<file path="src/rtl/result_packer.sv">
// ============================================================================
//  Module   : result_packer (with calculator_pkg)
//  Brief    : Packs a stream of ALU results into memory-width words and
//             queues completed words in a small FIFO. A flush emits a
//             partially filled word with zeroed unused lanes.
//  Revision : 1.0 - initial release
// ============================================================================
`default_nettype none

package calculator_pkg;
   localparam int DATA_W        = 32;
   localparam int MEM_WORD_SIZE = 64;
endpackage

module result_packer
   import calculator_pkg::*;
#(
   parameter int LANE_W     = DATA_W,
   parameter int LANES      = MEM_WORD_SIZE / DATA_W,
   parameter int FIFO_DEPTH = 2,
   parameter bit LSB_FIRST  = 1'b1
) (
   input  logic                             clk_i,
   input  logic                             rst_i,
   input  logic [LANE_W-1:0]                result_i,
   input  logic                             result_valid_i,
   output logic                             result_ready_o,
   input  logic                             flush_i,
   output logic [LANES*LANE_W-1:0]          word_o,
   output logic [LANES-1:0]                 lane_mask_o,
   output logic                             word_valid_o,
   input  logic                             word_ready_i,
   output logic [$clog2(FIFO_DEPTH+1)-1:0]  count_o
);

   localparam int c_PTR_W  = $clog2(LANES);
   localparam int c_FP_W   = (FIFO_DEPTH > 1) ? $clog2(FIFO_DEPTH) : 1;
   localparam int c_CNT_W  = $clog2(FIFO_DEPTH + 1);
   localparam int c_WORD_W = LANES * LANE_W;

   localparam logic [c_PTR_W-1:0] c_LAST_LANE = c_PTR_W'(LANES - 1);
   localparam logic [c_FP_W-1:0]  c_LAST_SLOT = c_FP_W'(FIFO_DEPTH - 1);
   localparam logic [c_CNT_W-1:0] c_FULL      = c_CNT_W'(FIFO_DEPTH);

   // Assembly state, kept in lane-index order; placement happens at push.
   logic [LANE_W-1:0]   r_lanes [LANES];
   logic [LANES-1:0]    r_mask;
   logic [c_PTR_W-1:0]  r_ptr;
   logic                r_hold;

   // Completed-word queue.
   logic [c_WORD_W-1:0] r_mem_word [FIFO_DEPTH];
   logic [LANES-1:0]    r_mem_mask [FIFO_DEPTH];
   logic [c_FP_W-1:0]   r_wr;
   logic [c_FP_W-1:0]   r_rd;
   logic [c_CNT_W-1:0]  r_count;

   logic                w_not_full;
   logic                w_acc;
   logic                w_flush;
   logic                w_push;
   logic                w_pop;
   logic [LANE_W-1:0]   w_next_lanes [LANES];
   logic [LANES-1:0]    w_next_mask;
   logic [c_WORD_W-1:0] w_pack_word;

   assign w_not_full     = (r_count != c_FULL);
   assign result_ready_o = w_not_full;

   // r_hold masks the first edge after reset release so nothing is accepted
   // on it, while the ready output still reflects only the queue level.
   assign w_acc   = result_valid_i && w_not_full && !r_hold;
   assign w_flush = flush_i && w_not_full && !r_hold;

   // A word leaves the assembly when its last lane fills, or on a flush that
   // has at least one lane to carry (already written or arriving now).
   assign w_push = (w_acc && (r_ptr == c_LAST_LANE)) ||
                   (w_flush && (w_acc || (r_ptr != '0)));
   assign w_pop  = word_valid_o && word_ready_i;

   // Assembly contents as they would look after this cycle's accept.
   always_comb begin
      w_next_lanes = r_lanes;
      w_next_mask  = r_mask;
      if (w_acc) begin
         w_next_lanes[r_ptr] = result_i;
         w_next_mask[r_ptr]  = 1'b1;
      end
   end

   generate
      for (genvar i = 0; i < LANES; i++) begin : g_pack
         if (LSB_FIRST) begin : g_lsb
            assign w_pack_word[i*LANE_W +: LANE_W] = w_next_lanes[i];
         end else begin : g_msb
            assign w_pack_word[(LANES-1-i)*LANE_W +: LANE_W] = w_next_lanes[i];
         end
      end
   endgenerate

   // Release-edge guard: set while reset is high, cleared on the next edge.
   always_ff @(posedge clk_i or posedge rst_i) begin
      if (rst_i) r_hold <= 1'b1;
      else       r_hold <= 1'b0;
   end

   // Lane assembly: fill lane ptr, clear everything once the word is pushed.
   always_ff @(posedge clk_i or posedge rst_i) begin
      if (rst_i) begin
         r_lanes <= '{default: '0};
         r_mask  <= '0;
         r_ptr   <= '0;
      end else if (w_push) begin
         r_lanes <= '{default: '0};
         r_mask  <= '0;
         r_ptr   <= '0;
      end else if (w_acc) begin
         r_lanes <= w_next_lanes;
         r_mask  <= w_next_mask;
         r_ptr   <= r_ptr + 1'b1;
      end
   end

   // Queue storage; visibility is controlled by the count, so no reset needed.
   always_ff @(posedge clk_i) begin
      if (w_push) begin
         r_mem_word[r_wr] <= w_pack_word;
         r_mem_mask[r_wr] <= w_next_mask;
      end
   end

   // Queue pointers and occupancy, wrapping modulo FIFO_DEPTH.
   always_ff @(posedge clk_i or posedge rst_i) begin
      if (rst_i) begin
         r_wr    <= '0;
         r_rd    <= '0;
         r_count <= '0;
      end else begin
         if (w_push) r_wr <= (r_wr == c_LAST_SLOT) ? '0 : r_wr + 1'b1;
         if (w_pop)  r_rd <= (r_rd == c_LAST_SLOT) ? '0 : r_rd + 1'b1;
         case ({w_push, w_pop})
            2'b10:   r_count <= r_count + 1'b1;
            2'b01:   r_count <= r_count - 1'b1;
            default: r_count <= r_count;
         endcase
      end
   end

   assign word_valid_o = (r_count != '0);
   assign word_o       = word_valid_o ? r_mem_word[r_rd] : '0;
   assign lane_mask_o  = word_valid_o ? r_mem_mask[r_rd] : '0;
   assign count_o      = r_count;

endmodule

`default_nettype wire

</file>
<file path="config.mk">
export PLATFORM = sky130hd
export DESIGN_NAME = result_packer
export DESIGN_NICKNAME = d
export VERILOG_FILES = /design/src/rtl/result_packer.sv
export SDC_FILE = /design/constraint.sdc
export NUM_CORES = 1
export LEC_CHECK = 0
export ABC_AREA = 1
export BUFFER_PORTS_ARGS = -buffer_cell sky130_fd_sc_hd__buf_2
export CORE_MARGIN = 5
export CORE_UTILIZATION = 41
export CTS_CLUSTER_DIAMETER = 80
export DETAILED_ROUTE_END_ITERATION = 16
export GPL_ROUTABILITY_DRIVEN = 1
export SLEW_MARGIN = 20
export SYNTH_ARGS = -nofsm -noshare
export SYNTH_HDL_FRONTEND = slang
export SYNTH_SLANG_ARGS = --single-unit
</file>
<file path="constraint.sdc">
create_clock -name clk_i -period 11.6 [get_ports clk_i]
set_input_delay 1.74 -clock clk_i [delete_from_list [all_inputs] [get_ports clk_i]]
set_output_delay 1.74 -clock clk_i [all_outputs]
set_load 0.01 [all_outputs]
</file>
Word level (Yosys, flattened, before mapping)
Memories as Yosys holds them, arrays and structs flattened. Cells that the tools add are included.

Flip-flop bits (word level): 72. Latch bits: 0. RAM bits: 132. Bits in read-only memories: 0. Output and inout port bits: 70. Word-level logic and storage cells: 59. Memories: 2.

Memories: r_mem_word (words 2, width 64, rd ports 1, clocked after memory_dff 0, write ports 1, RTL line 52) `logic [c_WORD_W-1:0] r_mem_word [FIFO_DEPTH];`; r_mem_mask (words 2, width 2, rd ports 1, clocked after memory_dff 0, write ports 1, RTL line 53) `logic [LANES-1:0] r_mem_mask [FIFO_DEPTH];`.

Add/subtract/negate cells: 5. $mul: 0. Div/mod/pow operators: 0. Order comparisons: 4. Eq/ne operators: 3. Shift-type cells: 0. Muxes and demuxes: 20. Bitwise gates (word level): 2. Reductions and logical operators: 15.

Operators by type and width (number): two-way mux 64 bit (4); bitwise mux 64 bit (1); demux 32 bit (select 1 bit) (1); two-way mux 32 bit (1); logical AND 1 bit (9); two-way mux 2 bit (4); two-way mux 1 bit (7); nonzero test 2 bit (3); case mux 2 bit (2 select lines) (1); adder 1 bit (second input constant) (3); adder 2 x 1 -> 2 bit (second input constant) (1); == test 2 x 1 -> 1 bit (second input constant) (1); == test 2 bit (second input constant) (1); >= comparator 2 bit (second input constant) (1); logical OR 1 bit (2); < comparator 1 x 2 -> 1 bit (second input constant) (1); < comparator 2 x 1 -> 1 bit (second input constant) (1); inequality test 2 bit (second input constant) (1); NOT 1 -> 2 bit (1); bitwise OR 2 bit (1); subtractor 2 x 1 -> 2 bit (second input constant) (1); demux 1 bit (select 1 bit) (1); >= comparator 1 bit (second input constant) (1); logical NOT 1 bit (1).

Longest topological paths before layout
Word-level depth: 9. Depth in mapped cells: 9.

Least setup slack after synthesis
No wires, ideal clock.

Path type: input to register. Start: input port result_valid_i. End: memory r_mem_mask[1][0] in the netlist's numbering (enable). Setup time: 0.490 ns. Arrival: 5.035 ns. Setup slack: 6.074 ns. Cell stages on the path: 6. Cell sequence: inv_1 -> nor2_2 -> nand2_2 -> nand2_1 -> nand2_2 -> nor2_1.

Cells in the longest elaborated chain, start to end: 7.

RTL lines: start, declared (RTL line 26) `input logic result_valid_i,`; logical AND 1 bit * (2 in a row) (RTL line 72) `assign w_acc = result_valid_i && w_not_full && !r_hold;`; logical OR 1 bit (RTL line 78) `(w_flush && (w_acc || (r_ptr != '0)));`; logical AND 1 bit (RTL line 78); logical OR 1 bit * (RTL line 77) `assign w_push = (w_acc && (r_ptr == c_LAST_LANE)) ||`; two-way mux 1 bit * (RTL line 126) `if (w_push) begin`; two-way mux 1 bit (not written as such) * (RTL line 128) `r_mem_mask[r_wr] <= w_next_mask;`; end, declared (RTL line 53).

Every way passes the cells marked *; elsewhere a longest branch is shown, timed or not.

Worst setup path after layout
Start: register r_rd. End: output port word_o[41].

Cells in the longest elaborated chain, start to end: 2.

RTL lines: start, declared (RTL line 55) `logic [c_FP_W-1:0] r_rd;`; start signal, assigned (RTL line 140) `if (w_pop) r_rd <= (r_rd == c_LAST_SLOT) ? '0 : r_rd + 1'b1;`; memory read (2 x 64 bit); two-way mux 64 bit (RTL line 150) `assign word_o = word_valid_o ? r_mem_word[r_rd] : '0;`; end, declared (RTL line 29) `output logic [LANES*LANE_W-1:0] word_o,`.

No other way between the ends.

==> out/summary.txt <==
Die X: 155 um
Initial Util: 0.413
Sw Pwr: 980 uW
DRT iter0 DRCs: 281
Core area: 20,800 um2
CP required: 9860 ps
Clock share of power: 0.266
Comb pwr share: 0.352
Main flop type after synthesis: edfxtp_1
Synth async-reset ratio: 0.353
Max-slew violations: 0
Multi-input logic area: 2050 um2
CP delay by family, top: buffers and inverters
Average cell area after synthesis: 9.72 um2
Final setup fails: 0
# Post-CTS Setup Buffers: 0
Area Overhead vs Synth: 18.3%
Global Route met3 Usage: 0.0271
Worst-skew pair later-pin latency: 490 ps
Met2 Usage GRT: 0.282
Finished Cell Area: 10,200 um2
CP max FO: 45
Clk buf depth: 3
Unrepaired setup endpoints after global routing: false
Share of cells above drive strength 1: 0.169
Sequential share of the synthesized area: 0.670
Total area of sequential cells: 5770 um2
Gr usage total: 0.162
CP Data Arrival Time: 2400 ps
Setup crit end kind: primary output
Synth Net Count: 923
Pin count of the biggest net entering global routing: 73
Max_slew headroom: 0.361
Place WS: 7290 ps
#FFs+latches synth: 204
Fmax: 0.242 GHz
EDFF count, synth: 132
Placer Congestion: 0.758
Startpoint Class: register
Int Pwr: 1.75 mW
Initial antenna violation count: 0
Critical path type: register to primary output
Final Cycle Share: 0.357
Synthesized cell area: 8600 um2
Root Driver: clkbuf_16
TritonRoute pass-1 iters: 5
Inserted Diodes: 0
Die height: 155 um
Final HPWL DP: 11,300 um
Max-cap check violation count: 0
Crit-path cells: inv_2, buf_4, nand2_1, a21oi_1, buf_2
DR WL/cell: 15.4 um
Sw frac: 0.358
Clock Skews: 6.87 ps
Finished Layout Cells: 1,272
Die area: 24,000 um2
Setup WS post-layout: 7460 ps
TritonCTS clock tree: done
Final Power: 2.74 mW
Max stage delay cell, worst path: buf_4
Vias in the first global route: 5,848
Cell taking the most area after synthesis: edfxtp_1
First-pass GRT wire length: 31,000 um
Yosys top cell area share: 0.461
Top cells by count, synth: nand2_1 (262), inv_1 (152), edfxtp_1 (132)
H-tree levels: 1
Met1 Use GR: 0.216
Synth cell types: 22
Nets@finish: 1,019
Inserted Clock Buffers: 22
Hold Path Class: register to register
Hold Vio Cnt, Final: 0
Ranking of synthesized cells by area: edfxtp_1 (46%), dfrtp_1 (21%), nand2_1 (11%)
Clock Sinks: 204
Leak: 4.79 nW
Largest stage delay, worst path: 550 ps
Cts repair resizes: 0
GRT overflow: 0
Cells after Synth: 885
Vias/cell: 4.64
DRT antenna net count: 0
Routed wire length: 19,600 um
Std-Cell Rows: 53
Minimum clock period: 4140 ps
Port Buffers: 106
Clk slew on worst S/H paths: 60 ps
Power per cell area: 269 nW/um2
CP Buf/Inv Count: 3
DP Area: 9350 um2
Ys Warns: 0
Setup TNS: 0 ps
Peak supply drop: 0.123 mV
Sequential share of power: 0.382
Fill cells: 1,946
Hold-fix buffers at CTS: 0
Most frequent cell after synthesis: nand2_1
Status: finished, final reports clean
Io pins: 107
Placed insts: 1,230
DRC viols: 0
Gr busiest metal: met2
Worst-Margin Slew: 958 ps
DR vias: 5,898
## worst reg2reg max path: stages (launching register included)
cell and delay [ps]:
dfrtp_1 320, buf_4 330, nand3_4 540, nand2_1 330
nand2_2 140, nor2_4 90, buf_4 730
## power groups by stage
stage	clock network, mW	logic, mW	registers [mW]
final	0.729	0.963	1.04
after global routing	0.775	1.08	1.06
after CTS	0.747	0.980	1.04
after detailed placement	0	0.974	1.06
after global placement	0	0.959	1.05
after floorplan	0	0.627	1.05
## final cells by class
cell class	instances	share of cell area
clock buffers	33	0.0652
inverters	155	0.0574
repair buffers	117	0.0642
flip-flops and latches	204	0.567
well taps	275	0.0338
multi-input cells	481	0.201
clock inverters	7	0.0112
## layer usage
layer / part of all wire / routed length, um
met4: 0.014 / 280
met3: 0.050 / 974
met1: 0.45 / 8720
met2: 0.49 / 9590
met5: 0 / 0
## state kept, by name, indices dropped and copies added, names as in the netlist
name and count:
r_wr 1, r_mem_mask 4, r_lanes 64, r_mask 2, r_mem_word 128, r_hold 1, r_ptr 1, count_o 2
r_rd 1
## path summary, 6_finish.rpt
kind                       start  cells past startpoint  slack (ps)           endpoint
setup / recovery            r_rd                      5        7460         word_o[41]
hold / removal              r_wr                      2         480               r_wr
setup reg to reg           r_ptr                      6        8690  r_mem_word[1][19]
hold reg to reg             r_wr                      2         480               r_wr
max in group asynchronous  rst_i                      4        9670             r_hold
min in group asynchronous  rst_i                      3        1330        r_lanes[32]
## kinds of logic (layout without fill, tap and decap cells)
family	after synthesis	after routing	share of synthesized area
compound gates	96	96	0.0559
other cells	1	1	0.000436
simple gates	380	380	0.175
fa+ha+maj	1	1	0.00145
buf+inv	200	312	0.0934
xor+xnor	3	3	0.00306
flops	204	204	0.670
## placed cells by master, fill, tap and decap left out, drive strengths merged
master,synthesis,layout
buf,21,117
clkbuf,24,33
inv,155,154
dfstp,1,1
nor2,74,74
a21oi,69,69
xor2,2,2
nand3,41,41
xnor2,1,1
dfrtp,71,71
edfxtp,132,132
bufinv,0,3
o21ai,27,27
conb,1,1
clkinv,0,5
nand2,265,265
ha,1,1
## metrics by stage
step	hold WS, ps	util
after detailed placement	468	0.449
after global routing	513	0.489
after CTS	482	0.486
final	484	0.489
after global placement	466	0.449
after floorplan	442	-
Note: power is estimated with default switching activity, not from simulation.
